## src/rtl/student_parity_rx.sv

```systemverilog
// rtl/student_parity_rx.sv - serial start/data/parity/stop frame receiver with parity check
module student_parity_rx #(
    parameter int DATA_W     = 8,
    parameter int PARITY_ODD = 0
) (
    input  logic              clk,
    input  logic              reset,
    input  logic              bit_en,
    input  logic              serial_in,
    output logic [DATA_W-1:0] data_out,
    output logic              out_valid,
    input  logic              out_ready,
    output logic              parity_err,
    output logic              frame_err,
    output logic              overrun,
    output logic              busy
);

    localparam int CNT_W = (DATA_W > 1) ? $clog2(DATA_W) : 1;
    localparam logic [CNT_W-1:0] LAST_BIT = CNT_W'(DATA_W - 1);

    typedef enum logic [1:0] {
        IDLE,
        DATA,
        PARITY,
        STOP
    } state_t;

    state_t             state;
    logic [CNT_W-1:0]   cnt;
    logic [DATA_W-1:0]  shift_reg;
    logic               run_par;
    logic               perr;
    logic               slot_free;

    // The output slot can take a new word if empty or being drained this cycle.
    assign slot_free = !out_valid || out_ready;
    assign busy      = (state != IDLE);

    // Frame FSM, shift register and registered output slot with handshake.
    always_ff @(posedge clk) begin
        if (reset) begin
            state      <= IDLE;
            cnt        <= '0;
            shift_reg  <= '0;
            run_par    <= 1'b0;
            perr       <= 1'b0;
            data_out   <= '0;
            out_valid  <= 1'b0;
            parity_err <= 1'b0;
            frame_err  <= 1'b0;
            overrun    <= 1'b0;
        end else begin
            // Acceptance drains the slot; a same-edge load below overrides it.
            if (out_valid && out_ready) begin
                out_valid <= 1'b0;
            end
            if (bit_en) begin
                case (state)
                    IDLE: begin
                        if (!serial_in) begin
                            state   <= DATA;
                            cnt     <= '0;
                            run_par <= (PARITY_ODD != 0);
                        end
                    end
                    DATA: begin
                        shift_reg[cnt] <= serial_in;
                        run_par        <= run_par ^ serial_in;
                        if (cnt == LAST_BIT) begin
                            state <= PARITY;
                        end else begin
                            cnt <= cnt + CNT_W'(1);
                        end
                    end
                    PARITY: begin
                        // Seeded with PARITY_ODD, so any nonzero result is a mismatch.
                        perr  <= run_par ^ serial_in;
                        state <= STOP;
                    end
                    STOP: begin
                        if (slot_free) begin
                            data_out   <= shift_reg;
                            parity_err <= perr;
                            frame_err  <= ~serial_in;
                            out_valid  <= 1'b1;
                        end else begin
                            overrun <= 1'b1;
                        end
                        // A 0 stop bit is not a start bit: always go back and wait.
                        state <= IDLE;
                    end
                    default: state <= IDLE;
                endcase
            end
        end
    end

endmodule

```

## config.mk

```make
export PLATFORM = sky130hd
export DESIGN_NAME = student_parity_rx
export DESIGN_NICKNAME = d
export VERILOG_FILES = /design/src/rtl/student_parity_rx.sv
export SDC_FILE = /design/constraint.sdc
export NUM_CORES = 1
export LEC_CHECK = 0
export CAP_MARGIN = 5
export CORE_MARGIN = 3
export CORE_UTILIZATION = 47
export CTS_CLUSTER_DIAMETER = 150
export DETAILED_ROUTE_END_ITERATION = 8
export GPL_TIMING_DRIVEN = 0
export HOLD_SLACK_MARGIN = 0.1
export PLACE_DENSITY = 0.73
export REMOVE_ABC_BUFFERS = 1
export SYNTH_ARGS = -nofsm -noshare
export SYNTH_HDL_FRONTEND = slang
export SYNTH_SLANG_ARGS = --single-unit
```

## constraint.sdc

```tcl
create_clock -name clk -period 1.5 [get_ports clk]
set_input_delay 0.375 -clock clk [delete_from_list [all_inputs] [get_ports clk]]
set_output_delay 0.375 -clock clk [all_outputs]
set_load 0.02 [all_outputs]
```

## Word-level counts from Yosys, hierarchy flattened

Cells that the tools add are included.

| word-level totals | value |
|---|---|
| register bits after elaboration | 27 |
| output and inout port bits | 13 |
| logic and storage cells | 52 |

| cells by class | value |
|---|---|
| add/sub/neg operators | 1 |
| order comparisons | 2 |
| equal/unequal tests | 7 |
| mux-type cells | 15 |
| bitwise gates (word level) | 3 |
| reductions and logical operators | 14 |

Operators with widths:

| kind | number |
|---|---|
| AND reduction 3 bit | 4 |
| bitwise mux 8 bit | 1 |
| case mux 2 bit (4 select lines) | 1 |
| 2-to-1 mux 1 bit | 6 |
| 2-to-1 mux 3 bit | 2 |
| inequality test 2 bit, second input constant | 3 |
| case mux 3 bit (2 select lines) | 1 |
| == test 2 bit, second input constant | 2 |
| less-than comparator 3 x 4 -> 1 bit, second input constant | 1 |
| 2-to-1 mux 2 bit | 2 |
| AND reduction 2 bit | 2 |
| AND reduction 4 bit | 1 |
| nonzero test 2 bit | 2 |
| adder 3 x 1 -> 3 bit, second input constant | 1 |
| demux 1 bit (select 3 bit) | 1 |
| == test 3 bit, second input constant | 1 |
| greater-or-equal comparator 3 x 1 -> 1 bit, second input constant | 1 |
| == test 2 x 1 -> 1 bit, second input constant | 1 |
| logical AND 1 bit | 2 |
| logical NOT 2 bit | 1 |
| NOT 1 bit | 2 |
| case mux 1 bit (2 select lines) | 1 |
| logical NOT 1 bit | 1 |
| logical OR 1 bit | 1 |
| bitwise XOR 1 bit | 1 |

## Logic depth before layout (Yosys ltp)

| depth | value |
|---|---|
| word-level depth | 5 |
| gate-level depth with buffers | 6 |

## Least setup slack after synthesis

OpenSTA, ideal clock, no wires.

| timing | value |
|---|---|
| path type | register -> register |
| start point | reg state[0] |
| end point | reg cnt[0] |
| arrival | 1532 ps |
| required time | 1430 ps |
| slack | -103 ps |
| cell stages (with the launch flop) | 7 |
| cell sequence | dfxtp_1 inv_1 ha_1 a21bo_1 buf_6 or4b_1 a21oi_1 |

| on the way | value |
|---|---|
| word-level cells in the longest chain between the ends | 3 |
| elaborated cells on any way between the ends | 7 |

RTL lines:

| element | line | RTL |
|---|---|---|
| start: declaration | 29 | `state_t state;` |
| start signal: assignment | 43 | `state <= IDLE;` |
| start signal: assignment | 62 | `state <= DATA;` |
| start signal: assignment | 71 | `state <= PARITY;` |
| == test 2 x 1 -> 1 bit or logical NOT 2 bit (tied branches) | 59 | `case (state)` |
| inequality test 2 bit (no line) or nonzero test 2 bit (tied branches) | -- |  |
| AND reduction 4 bit (no line) | -- |  |
| end signal: assignment | 73 | `cnt <= cnt + CNT_W'(1);` |
| end: declaration | 30 | `logic [CNT_W-1:0] cnt;` |

Several ways; a longest one is shown, not always the timed one.
A chain may end at the register's enable or synchronous reset.

## Final worst setup path

| timing | value |
|---|---|
| start point | reg state[1] |
| end point | reg cnt[0] |

The elaborated chain is that of the path after synthesis.

==> impl_metrics.ini <==
[run_status]
status = finished, final reports clean

[logic_synthesis]
synth_cell_type_count = 37
synth_cells = 143
synth_top_flop_cell = dfxtp_1
syn_area_mm2 = 0.00127
synth_area_per_cell_um2 = 8.85
ys_async_sr_fraction = 0
yosysWarnings = 0
synth_edf_count = 0
ys_ff_latch = 27
ys_seq_area_frac = 0.427

[pwr]
leakage_nw = 0.641
vdd_drop_max_uv = 655
power_density_mw_per_mm2 = 785
finalPower_mw = 1.25

[worst_setup_path]
path_max_fanout = 5
cp-start-kind = flip-flop
timing.rr.end = cnt[0]$_SDFFE_PP0P_
cp-end-kind = flip-flop
worst_r2r_startpoint = state[1]$_SDFFE_PP0P_
r2r.worst_path.cells = 5
reg2reg_setup_slack_ns = 0.007
crit_type = flip-flop to flip-flop
worstPathArrival_ns = 1.75
cp.required_ns = 1.76

[routing]
drtAntennaViolNets = 0
vias = 1093
wl_per_cell_um = 14.2
dr.pass1.iters = 4
drtIter0Drc = 22
drc = 0
viasPerCell = 5.75
finalWirelength_um = 2690

[grt]
grt_max_degree = 19
grt_pass1_wl_um = 4420
antenna_found_initial = 0
grt_pass1_vias = 1015
grt_usage = 0.163
grt-ovfl-total = 0

[floorplanning]
die_w_um = 57.9
initial_utilization = 0.502
core-area_mm2 = 0.00252
die_area_mm2 = 0.00335
rows = 18
die_h_um = 57.9
pin_count = 18

[final_layout]
mostFrequentLayoutCells = dfxtp_1 (22), a21oi_1 (16), dlygate4sd2_1 (14)
n_fill_cell = 238
nNetsFinal = 173
final_common_cell = dfxtp_1
fin_util = 0.630
antenna_cells = 0
area_growth_pct = 25.5
postLayoutCellArea_mm2 = 0.00159
stdcell_count = 190
drive_gt1_frac = 0.231

[cts]
cts_tree = built
cts-root-buf = clkbuf_4
clock-sinks = 27
clkTransAtPathRegs_ns = 0.15
cts_buffer_depth = 2
htreeDepth = 1
cts_buffers = 3
clock_latency_ns = 0.32

[sta]
slew_headroom = 0.652
hold_violations = 0
setup_tns_ns = 0
finalCritPeriodShare = 0.995
setup_violations = 0
slew_viol_final = 0
fmax_mhz = 670
rsz0062_at_grt = yes
worst_pin_slew_ns = 0.520
min_period_ns = 1.49
clock_skew_ns = 0.00187

[job]
drv_cap = 0

[placed_design]
numPortBuffers = 17
gp_congestion = 0.701
hpwl_um = 1750
place_area_mm2 = 0.00142
dpl.cell_count = 178

[worst_hold_path]
min_path_cells = 2
holdPathEnd = cnt[0]$_SDFFE_PP0P_
hold_path.startpoint = reset
hold_path_class = primary input to flip-flop
## critical path, stage by stage (launching register included)
cell and delay, ns:
dfxtp_2 0.38, inv_4 0.05, ha_4 0.17, a21bo_4 0.24
or4b_4 0.48, a21oi_2 0.11
## metal layers
metal  track usage  vias up  routed length [um]
met5             0        -                   0
met4        0.0497        0                  16
met3        0.0290        2                 140
met2         0.282       31                1320
met1         0.205      509                1220
li1              -      551                   -
## per-stage QoR
step	worst slack [ns]	hold WS, ns
6_report	0.00740	0.452
2_1_floorplan	-0.0607	0.434
3_5_place_dp	-0.697	0.447
3_3_place_gp	-0.632	0.449
4_1_cts	0.0167	0.477
5_1_grt	-0.0426	0.468
## worst max path at each step
stage | from | endpoint | cells after the start
after floorplan | state[0]$_SDFFE_PP0P_ | cnt[0]$_SDFFE_PP0P_ | 5
after global placement | reset | shift_reg[1]$_SDFFE_PP0P_ | 4
after detailed placement | reset | shift_reg[1]$_SDFFE_PP0P_ | 4
after CTS | state[1]$_SDFFE_PP0P_ | cnt[0]$_SDFFE_PP0P_ | 5
after global routing | state[1]$_SDFFE_PP0P_ | cnt[0]$_SDFFE_PP0P_ | 5
final | state[1]$_SDFFE_PP0P_ | cnt[0]$_SDFFE_PP0P_ | 5
## power breakdown
part           internal [mW]  leakage [nW]  switching [mW]  total (mW)
combinational         0.0871         0.403           0.117       0.204
clock                 0.0998        0.0177           0.214       0.314
sequential             0.725         0.221         0.00579       0.730
## cells by family after synthesis
| group | share of synthesized area |
|---|---|
| xor+xnor | 0.00692 |
| mux | 0.0553 |
| simple gates | 0.188 |
| compound gates | 0.194 |
| flops | 0.427 |
| fa+ha+maj | 0.0692 |
| buf+inv | 0.0603 |
## cell usage after synthesis, drive strengths merged (2+ instances only)
master   n  share of area
buf      4          0.022
nor2     4          0.012
o311ai   3          0.021
nor2b    2         0.0099
and2     3          0.015
nand3   13          0.051
or3      2         0.0099
nand2   10          0.030
dfxtp   27           0.43
clkbuf   8          0.024
or3b     2          0.014
mux2i    7          0.055
a21oi   17          0.067
ha       7          0.069
inv      5          0.015
o21ai   11          0.043
o41ai    4          0.028
## cell type report
type / instances / area [um^2] / share of cell area
Timing Repair Buffer: 25 / 209 / 0.131
Tap cell: 30 / 37.5 / 0.0236
Multi-Input combinational cell: 99 / 739 / 0.465
Sequential cell: 27 / 552 / 0.347
Clock buffer: 3 / 22.5 / 0.0142
Inverter: 5 / 23.8 / 0.0150
Clock inverter: 1 / 5.00 / 0.00315
## timing repair
| action | CTS | global route |
|---|---|---|
| setup buffers | 8 | 0 |
| endpoints found under the setup margin | 27 | 17 |
| resized for setup | 40 | 13 |
| hold buffers | 0 | 0 |
| pin swaps | 4 | 2 |
(Power assumes the default switching activity.)
